==> src/rtl/rv32i_decode_stage.sv <==
// Registered RV32I decode stage: raw instruction word + PC in, decoded bundle out one cycle later
// over valid/ready, with a saturating count of illegal bundles handed to the consumer.
module rv32i_decode_stage #(
    parameter int unsigned CNT_W = 16
) (
    input  logic             clk,
    input  logic             rst_n,
    input  logic             in_valid,
    output logic             in_ready,
    input  logic [31:0]      in_instr,
    input  logic [31:0]      in_pc,
    output logic             out_valid,
    input  logic             out_ready,
    output logic [31:0]      out_pc,
    output logic [3:0]       out_class,
    output logic [4:0]       out_rd,
    output logic [4:0]       out_rs1,
    output logic [4:0]       out_rs2,
    output logic [2:0]       out_funct3,
    output logic             out_f7_alt,
    output logic [31:0]      out_imm,
    output logic             out_illegal,
    output logic [CNT_W-1:0] illegal_cnt
);

    localparam logic [6:0] OP_LUI   = 7'b0110111;
    localparam logic [6:0] OP_AUIPC = 7'b0010111;
    localparam logic [6:0] OP_JAL   = 7'b1101111;
    localparam logic [6:0] OP_JALR  = 7'b1100111;
    localparam logic [6:0] OP_BR    = 7'b1100011;
    localparam logic [6:0] OP_LOAD  = 7'b0000011;
    localparam logic [6:0] OP_STORE = 7'b0100011;
    localparam logic [6:0] OP_IMM   = 7'b0010011;
    localparam logic [6:0] OP_REG   = 7'b0110011;

    localparam logic [6:0] F7_ZERO  = 7'b0000000;
    localparam logic [6:0] F7_ALT   = 7'b0100000;

    localparam logic [3:0] CLS_LUI   = 4'd0;
    localparam logic [3:0] CLS_AUIPC = 4'd1;
    localparam logic [3:0] CLS_JAL   = 4'd2;
    localparam logic [3:0] CLS_JALR  = 4'd3;
    localparam logic [3:0] CLS_BR    = 4'd4;
    localparam logic [3:0] CLS_LOAD  = 4'd5;
    localparam logic [3:0] CLS_STORE = 4'd6;
    localparam logic [3:0] CLS_IMM   = 4'd7;
    localparam logic [3:0] CLS_REG   = 4'd8;
    localparam logic [3:0] CLS_ILL   = 4'd15;

    logic [6:0]  w_op;
    logic [2:0]  w_f3;
    logic [6:0]  w_f7;
    logic [31:0] w_imm_i, w_imm_s, w_imm_b, w_imm_u, w_imm_j;
    logic        w_legal;
    logic [3:0]  w_class;
    logic [4:0]  w_rd, w_rs1, w_rs2;
    logic [2:0]  w_funct3;
    logic        w_f7_alt;
    logic [31:0] w_imm;
    logic        w_accept;

    logic             r_valid;
    logic [31:0]      r_pc;
    logic [3:0]       r_class;
    logic [4:0]       r_rd, r_rs1, r_rs2;
    logic [2:0]       r_funct3;
    logic             r_f7_alt;
    logic [31:0]      r_imm;
    logic             r_illegal;
    logic [CNT_W-1:0] r_cnt;

    assign w_op  = in_instr[6:0];
    assign w_f3  = in_instr[14:12];
    assign w_f7  = in_instr[31:25];

    assign w_imm_i = {{20{in_instr[31]}}, in_instr[31:20]};
    assign w_imm_s = {{20{in_instr[31]}}, in_instr[31:25], in_instr[11:7]};
    assign w_imm_b = {{19{in_instr[31]}}, in_instr[31], in_instr[7], in_instr[30:25],
                      in_instr[11:8], 1'b0};
    assign w_imm_u = {in_instr[31:12], 12'b0};
    assign w_imm_j = {{11{in_instr[31]}}, in_instr[31], in_instr[19:12], in_instr[20],
                      in_instr[30:21], 1'b0};

    // Opcode classification and per-class funct legality
    always_comb begin
        w_class = CLS_ILL;
        w_legal = 1'b1;
        case (w_op)
            OP_LUI:   w_class = CLS_LUI;
            OP_AUIPC: w_class = CLS_AUIPC;
            OP_JAL:   w_class = CLS_JAL;
            OP_JALR: begin
                w_class = CLS_JALR;
                w_legal = (w_f3 == 3'b000);
            end
            OP_BR: begin
                w_class = CLS_BR;
                w_legal = (w_f3 != 3'b010) && (w_f3 != 3'b011);
            end
            OP_LOAD: begin
                w_class = CLS_LOAD;
                w_legal = (w_f3 != 3'b011) && (w_f3 != 3'b110) && (w_f3 != 3'b111);
            end
            OP_STORE: begin
                w_class = CLS_STORE;
                w_legal = (w_f3 < 3'b011);
            end
            OP_IMM: begin
                w_class = CLS_IMM;
                if (w_f3 == 3'b001)
                    w_legal = (w_f7 == F7_ZERO);
                else if (w_f3 == 3'b101)
                    w_legal = (w_f7 == F7_ZERO) || (w_f7 == F7_ALT);
            end
            OP_REG: begin
                w_class = CLS_REG;
                w_legal = (w_f7 == F7_ZERO) ||
                          ((w_f7 == F7_ALT) && ((w_f3 == 3'b000) || (w_f3 == 3'b101)));
            end
            default:  w_legal = 1'b0;
        endcase
        if (!w_legal)
            w_class = CLS_ILL;
    end

    // Field extraction: only fields the class actually uses are passed through
    always_comb begin
        w_rd     = 5'd0;
        w_rs1    = 5'd0;
        w_rs2    = 5'd0;
        w_funct3 = 3'd0;
        w_f7_alt = 1'b0;
        w_imm    = 32'd0;
        case (w_class)
            CLS_LUI, CLS_AUIPC: begin
                w_rd  = in_instr[11:7];
                w_imm = w_imm_u;
            end
            CLS_JAL: begin
                w_rd  = in_instr[11:7];
                w_imm = w_imm_j;
            end
            CLS_JALR, CLS_LOAD: begin
                w_rd     = in_instr[11:7];
                w_rs1    = in_instr[19:15];
                w_funct3 = w_f3;
                w_imm    = w_imm_i;
            end
            CLS_BR: begin
                w_rs1    = in_instr[19:15];
                w_rs2    = in_instr[24:20];
                w_funct3 = w_f3;
                w_imm    = w_imm_b;
            end
            CLS_STORE: begin
                w_rs1    = in_instr[19:15];
                w_rs2    = in_instr[24:20];
                w_funct3 = w_f3;
                w_imm    = w_imm_s;
            end
            CLS_IMM: begin
                w_rd     = in_instr[11:7];
                w_rs1    = in_instr[19:15];
                w_funct3 = w_f3;
                w_f7_alt = (w_f3 == 3'b101) ? in_instr[30] : 1'b0;
                w_imm    = w_imm_i;
            end
            CLS_REG: begin
                w_rd     = in_instr[11:7];
                w_rs1    = in_instr[19:15];
                w_rs2    = in_instr[24:20];
                w_funct3 = w_f3;
                w_f7_alt = in_instr[30];
            end
            default: ;
        endcase
    end

    assign in_ready = !r_valid || out_ready;
    assign w_accept = in_valid && in_ready;

    // Pipeline register; data holds on drain and stall
    always_ff @(posedge clk or negedge rst_n) begin
        if (!rst_n) begin
            r_valid   <= 1'b0;
            r_pc      <= 32'd0;
            r_class   <= 4'd0;
            r_rd      <= 5'd0;
            r_rs1     <= 5'd0;
            r_rs2     <= 5'd0;
            r_funct3  <= 3'd0;
            r_f7_alt  <= 1'b0;
            r_imm     <= 32'd0;
            r_illegal <= 1'b0;
            r_cnt     <= '0;
        end else begin
            if (w_accept) begin
                r_valid   <= 1'b1;
                r_pc      <= in_pc;
                r_class   <= w_class;
                r_rd      <= w_rd;
                r_rs1     <= w_rs1;
                r_rs2     <= w_rs2;
                r_funct3  <= w_funct3;
                r_f7_alt  <= w_f7_alt;
                r_imm     <= w_imm;
                r_illegal <= !w_legal;
            end else if (r_valid && out_ready) begin
                r_valid <= 1'b0;
            end
            if (r_valid && out_ready && r_illegal && (r_cnt != {CNT_W{1'b1}}))
                r_cnt <= r_cnt + CNT_W'(1);
        end
    end

    assign out_valid   = r_valid;
    assign out_pc      = r_pc;
    assign out_class   = r_class;
    assign out_rd      = r_rd;
    assign out_rs1     = r_rs1;
    assign out_rs2     = r_rs2;
    assign out_funct3  = r_funct3;
    assign out_f7_alt  = r_f7_alt;
    assign out_imm     = r_imm;
    assign out_illegal = r_illegal;
    assign illegal_cnt = r_cnt;

endmodule

==> config.mk <==
export PLATFORM = sky130hd
export DESIGN_NAME = rv32i_decode_stage
export DESIGN_NICKNAME = d
export VERILOG_FILES = /design/src/rtl/rv32i_decode_stage.sv
export SDC_FILE = /design/constraint.sdc
export NUM_CORES = 1
export LEC_CHECK = 0
export CORE_MARGIN = 4
export CORE_UTILIZATION = 48
export DETAILED_ROUTE_END_ITERATION = 7
export HOLD_SLACK_MARGIN = 0.02
export PLACE_DENSITY = 0.86
export SLEW_MARGIN = 5
export SYNTH_ARGS = -nofsm -noshare
export SYNTH_HDL_FRONTEND = slang
export SYNTH_SLANG_ARGS = --single-unit
==> constraint.sdc <==
create_clock -name clk -period 2.5 [get_ports clk]
set_input_delay 0.5 -clock clk [delete_from_list [all_inputs] [get_ports clk]]
set_output_delay 0.5 -clock clk [all_outputs]
set_load 0.03 [all_outputs]
==> results of run 1 <==
worst paths after layout:
kind,start,to,slack (ns),cells past startpoint
worst max-delay path,in_instr[26],out_class[0],0.07,7
worst min register to register,out_imm[16],out_imm[16],0.49,2
max in group asynchronous,rst_n,out_pc[25],1.71,2
worst max register to register,illegal_cnt[7],illegal_cnt[1],0.69,6
worst min-delay path,rst_n,out_pc[2],0.08,1
min in group clk,out_imm[16],out_imm[16],0.49,2
sequential cells by signal, indices dropped and copies added (netlist names):
name	count
out_imm	32
out_pc	32
illegal_cnt	16
out_rd	5
out_rs1	5
out_rs2	5
out_class	4
out_funct3	3
out_f7_alt	1
out_illegal	1
out_valid	1
metrics by stage:
stage | cell area, um2 | utilization (%) | cells | setup slack (ns)
2_1_floorplan | 4567 | - | 466 | 0.1296
3_3_place_gp | 6787 | 73.45 | 798 | -0.3479
3_5_place_dp | 6787 | 73.45 | 798 | -0.4172
4_1_cts | 6969 | 75.42 | 814 | 0.005197
5_1_grt | 7002 | 75.78 | 815 | 0.004746
6_report | 7002 | 75.78 | 815 | 0.06701
power by group through the flow:
stage | logic [uW] | registers [uW] | clock network [uW]
after CTS | 1050 | 1940 | 986
after global placement | 1020 | 1970 | 0
after global routing | 1110 | 1960 | 1050
final | 1050 | 1940 | 965
after floorplan | 223 | 2230 | 0
after detailed placement | 1050 | 1980 | 0
cell type report:
cell class,count,area (um2),area share (%)
flip-flops and latches,105,2628,37.53
repair buffers,226,2156,30.79
multi-input cells,336,1867,26.66
well taps,129,161.4,2.305
clock buffers,10,127.6,1.823
clock inverters,6,51.30,0.7327
inverters,3,11.26,0.1608
cell usage in the layout, fill, tap and decap left out, drive strengths merged, types with 2 or more instances in the layout:
cell           synthesis  final
a21oi                 23     23
a221o                 11     11
a22o                  11     11
a22oi                  4      4
a31oi                  3      3
a41oi                  2      2
and2                   3      3
and3                   4      4
and3b                  2      2
and4b                  2      2
buf                    8     54
clkbuf                14     10
clkdlybuf4s50          0    172
clkinv                 0      4
dfrtp                105    105
inv                    3      5
nand2                153    153
nand2b                 8      8
nand3                 10     10
nand4                  6      6
nor2                  14     14
nor2b                  3      3
nor3                   7      7
nor3b                  2      2
nor4                   2      2
o21a                   3      3
o21ai                 31     31
xnor2                  8      8
xor2                   4      4
cells in the mapped netlist, drive strengths merged (2+ instances only):
master	count
nor2	14
and3	4
and3b	2
inv	3
nand2	153
nor2b	3
a221o	11
nand3	10
dfrtp	105
nor4	2
xnor2	8
and4b	2
nand2b	8
clkbuf	14
and2	3
xor2	4
nor3b	2
nand4	6
a22o	11
a21oi	23
a41oi	2
o21a	3
a31oi	3
buf	8
a22oi	4
o21ai	31
nor3	7
routing by layer:
metal / wire length (um) / up-vias / global-route usage (%)
met5: 0 / - / 0
met4: 274 / 0 / 7.771
met3: 929 / 24 / 4.715
met2: 6940 / 185 / 42.62
met1: 5716 / 2089 / 32.08
li1: - / 2046 / -
cell families after synthesis:
kind of cell             Yosys count
multiplexers                       1
XOR/XNOR                          12
adder cells (fa/ha/maj)            1
AO/OA/AOI/OAI                    101
flip-flops                       105
AND/OR/NAND/NOR                  221
buffers and inverters             25
repair_timing:
item	4_1_cts	5_1_grt
hold endpoints to repair	0	0
gates resized for setup	1	5
pin swaps	0	5
setup buffers	0	0
endpoints found under the setup margin	7	39
gates cloned	0	1
==> impl_results.md, run 1 <==
* Run status: complete, no violations
* Initial Utilization at approximately half
* Relative slew slack at around 66%
* DP HPWL at about 11 mm
* CTS root buffer: clkbuf_8
* Switching Share at approximately a third
* Final net count at 750
* CP bufs+invs at 1
* F_max at 0.4110 GHz
* Overflow after GRT at 0
* # rows at 35
* Adder-cell share of the synthesized area at less than 1%
* CP max stage delay at approximately 0.56 ns
* CP required at approximately 2.7 ns
* Total negative slack at 0 ns
* Int Power at roughly 2700 uW
* CP max stage cell: or4_4
* Share of cells above drive strength 1 at 12.68%
* Max_cap viols at 0
* DIE WIDTH at approximately 110 um
* Post-synth EDFFs at 0
* Area leader, netlist: dfrtp_1
* Drt first pass iters at 5
* Warnings, synthesis at 0
* Core area at 0.009240 mm2
* Worst EP arrival at approximately 2.7 ns
* Setup Skew at roughly 0.018 ns
* Critical path fanouts, max at 7
* Mapped Area at roughly 0.0046 mm2
* Post-synthesis xor/xnor area fraction at under 10%
* Power Density at ~560 mW/mm2
* Post-synth top area share at a little under three fifths
* CP delay by family, top: compound AO/OA/AOI/OAI gates
* Ys flop type: dfrtp_1
* Comb pwr share at 26.5%
* First-pass GRT wire length at about 22 mm
* Post-synth cell types at 56
* Tmin final at around 2.4 ns
* Clk_lat worst skew at roughly 0.36 ns
* Mapped Nets at around 540
* # hold bufs at CTS at 0
* Post-synthesis sequential area ratio at between 50% and 60%
* Static Leak at roughly 0.0031 uW
* Number of synthesized register bits at 105
* CP Launch Type: primary input
* Avg Vias per Cell at between 5 and 6
* Clock share of power at between 20% and 30%
* Post-Syn Area per Cell at slightly below 10 um2
* Dominant cells by area after synthesis: dfrtp_1, nand2_1, o21ai_0
* Worst-path cell chain: clkdlybuf4s50_1 > or4_4 > o41a_1 > o221a_4 > nand2b_1 > nand2_1 > o32a_1
* Cells after Synth at ~470
* Worst-margin pin slew at 0.5000 ns
* Clock slew at reported path FFs at approximately 0.11 ns
* TritonCTS clock tree: done
* Psw at approximately 1300 uW
* Seq pwr share at 49.1%
* RSZ-0062 raised after global routing: no
* Tot GR Track Use at between 20 and 25%
* Fillers at roughly 650
* Final setup viols at 0
* Layout area overhead at 53.32%
* Power, Total at between 3000 and 4000 uW
* Synth Area in Compound Gates at between 10% and 20%
* Ports at roughly 170
* WL/cell at approximately 17 um
* Worst Setup End Kind: flop
* Antenna viol nets, final at 0
* Htree depth at 3
* DIE AREA at 0.01114 mm2
* GP Congestion at slightly below 1
* Type of the worst setup path: primary input to flop
* Synth Area in Simple Gates at 21.73%
* # DRC at 0
* Detailed-route wire length at ~14 mm
* Post-synth ARST share at 100.0%
* Max-slew violations at 0
* DR iter-0 viols at between 200 and 250
* Routed vias at about 4300
* Hold Crit Class: primary input to asynchronous set/reset pin
* Fin crit share at 97.32%
* Post-synthesis mux area share at less than 1%
* Die Y at between 100 and 150 um
* Hold Fails Final Rpt at 0
* Initial antenna violation count at 0
* Diodes inserted at 0
* Total CTS buffers at 9
* Largest net degree at the start of global routing at 46
* Hold Worst Slack at roughly 0.078 ns
* # port buffers at roughly 170
* Clock Tree Buf Depth at 2
* VDD IR max at 322.8 uV
* Sink Count at 105
* Vias in the first global route at 4478
* Largest family of logic cells by synthesized area: simple AND/OR/NAND/NOR gates
Note: power is estimated with default switching activity, not from simulation.
==> run 2, diff against run 1 <==
CTS_BUF_LIST = sky130_fd_sc_hd__clkbuf_8 sky130_fd_sc_hd__clkbuf_16   (was unset)
==> impl_results.md, run 2 (synthesis gave the netlist of run 1 again) <==
* Run status: complete, no violations
* # rows at 35 (unchanged)
* # DRC at 0 (unchanged)
* CP delay by family, top: compound AO/OA/AOI/OAI gates
* DIE WIDTH at 105.5 um (unchanged)
* Diodes inserted at 0 (unchanged)
* Vias in the first global route at 4478 (unchanged)
* GP Congestion at 0.9736 (unchanged)
* Initial antenna violation count at 0 (unchanged)
* Clock slew at reported path FFs at 0.11 ns (about the same)
* Post-CTS Setup Inserts at 0 (unchanged)
* Routed vias at 4346 (+0.046%)
* RSZ-0062 raised after global routing: no
* Power Density at 564.6 mW/mm2 (about the same)
* Relative slew slack at 66.41% (unchanged)
* Detailed-route wire length at 13.86 mm (about the same)
* Fillers at 645 (unchanged)
* Setup Skew at 0.01834 ns (-0.00003020 ns)
* Crit path depth at 7 (unchanged)
* Worst-margin pin slew at 0.5000 ns (unchanged)
* CP Launch Type: primary input
* CTS root buffer: clkbuf_8
* Reg-to-reg endpoint: illegal_cnt[1]
* Clock Tree Buf Depth at 2 (unchanged)
* # hold bufs at CTS at 0 (unchanged)
* VDD IR max at 322.7 uV (about the same)
* Hold Crit Class: primary input to asynchronous set/reset pin
* Drt first pass iters at 5 (unchanged)
* CP max stage cell: or4_4
* CP required at 2.74 ns (about the same)
* Area after DPL at 0.006787 mm2 (unchanged)
* Die Y at 105.5 um (unchanged)
* CP bufs+invs at 1 (unchanged)
* WL/cell at 17.01 um (about the same)
* Final core occ at 75.78% (unchanged)
* Initial Utilization at 49.42% (unchanged)
* Worst EP arrival at 2.67 ns (about the same)
* Final setup viols at 0 (unchanged)
* Total CTS buffers at 9 (unchanged)
* Overflow after GRT at 0 (unchanged)
* Antenna viol nets, final at 0 (unchanged)
* Layout area overhead at 53.32% (unchanged)
* Highest-count cells in the layout ignoring fill and taps: clkdlybuf4s50_1, nand2_1, dfrtp_1
* Max-slew violations at 0 (unchanged)
* Fin crit share at 97.33% (about the same)
* Type of the worst setup path: primary input to flop
* Htree depth at 3 (unchanged)
* R2R Path Start: illegal_cnt[7]
* Sink Count at 105 (unchanged)
* DIE AREA at 0.01114 mm2 (unchanged)
* Hold Fails Final Rpt at 0 (unchanged)
* Largest net degree at the start of global routing at 46 (unchanged)
* Hold Worst Slack at 0.07807 ns (+0.0001434 ns)
* CP max stage delay at 0.56 ns (about the same)
* Static Leak at 0.003131 uW (+0.13%)
* Pre-CTS WS at -0.4172 ns (unchanged)
* Share of cells above drive strength 1 at 12.68% (unchanged)
* Worst setup endpoint: out_class[0]
* FF-to-FF path depth at 6 (unchanged)
* Tmin final at 2.433 ns (+0.0002481 ns)
* Most common cell after layout, fill and taps aside: clkdlybuf4s50_1
* Clk_lat worst skew at 0.36 ns (about the same)
* Worst-path cell chain: clkdlybuf4s50_1 > or4_4 > o41a_1 > o221a_4 > nand2b_1 > nand2_1 > o32a_1
* Worst Setup Slack, final at 0.06676 ns (-0.0002481 ns)
* Avg Vias per Cell at 5.333 (about the same)
* F_max at 0.4110 GHz (about the same)
* DR iter-0 viols at 209 (unchanged)
* Final Cell Area at 0.007002 mm2 (unchanged)
* Critical path fanouts, max at 7 (unchanged)
* Final net count at 750 (unchanged)
* Tot GR Track Use at 24.89% (unchanged)
* DP HPWL at 10.84 mm (unchanged)
* # port buffers at 173 (unchanged)
* TritonCTS clock tree: done
* Critical path startpoint: in_instr[26]
* R2r setup slk at 0.69 ns (about the same)
* Ports at 174 (unchanged)
* First-pass GRT wire length at 22.31 mm (unchanged)
* Power, Total at 3953 uW (about the same)
* Max_cap viols at 0 (unchanged)
* Worst Setup End Kind: flop
* Core area at 0.009240 mm2 (unchanged)
==> run 2: final cells by class <==
cell class	instances	area [um2]	share of cell area, %
clock buffers	9	123.9	1.769
clock inverters	7	55.05	0.7863
inverters	3	11.26	0.1608
multi-input cells	336	1867	26.66
flip-flops and latches	105	2628	37.53
well taps	129	161.4	2.305
repair buffers	226	2156	30.79
==> run 2: worst register-to-register path: stages, from the launching register on <==
cell	delay [ns]
dfrtp_1	0.48
nand4_1	0.16
nor3_1	0.25
and3_1	0.21
nand2b_1	0.12
and2_1	0.22
mux2_2	0.27
==> run 2: layer usage <==
layer,up-vias,track usage (%),part of all wire [%]
li1,2047,-,-
met1,2091,32.08,41
met2,184,42.62,50
met3,24,4.715,6.6
met4,0,7.771,2.0
met5,-,0,0
==> run 2: metrics by stage <==
step | std cells | TNS, ns
3_5_place_dp | 798 | -18.76
2_1_floorplan | 466 | 0
6_report | 815 | 0
4_1_cts | 814 | 0
5_1_grt | 815 | 0
3_3_place_gp | 798 | -16.03
==> run 2: how the worst min path moves through the flow <==
stage	from	end	slack, ns
after detailed placement	out_pc[11]	out_pc[11]	0.47
after global routing	rst_n	out_pc[3]	0.10
after global placement	out_pc[15]	out_pc[15]	0.46
after CTS	rst_n	out_pc[3]	0.09
final	rst_n	out_pc[2]	0.08
after floorplan	rst_n	illegal_cnt[0]	0.20
==> run 2: where the power goes <==
group | total [uW] | switching (uW) | internal [uW]
clock network | 964 | 590 | 374
logic | 1050 | 588 | 458
registers | 1940 | 114 | 1830
total | 3950 | 1290 | 2660
==> run 2: repair_timing <==
item	in CTS	in global routing
cloned	0	1
resized for setup	1	5
endpoints found under the setup margin	7	39
pin swaps	0	5
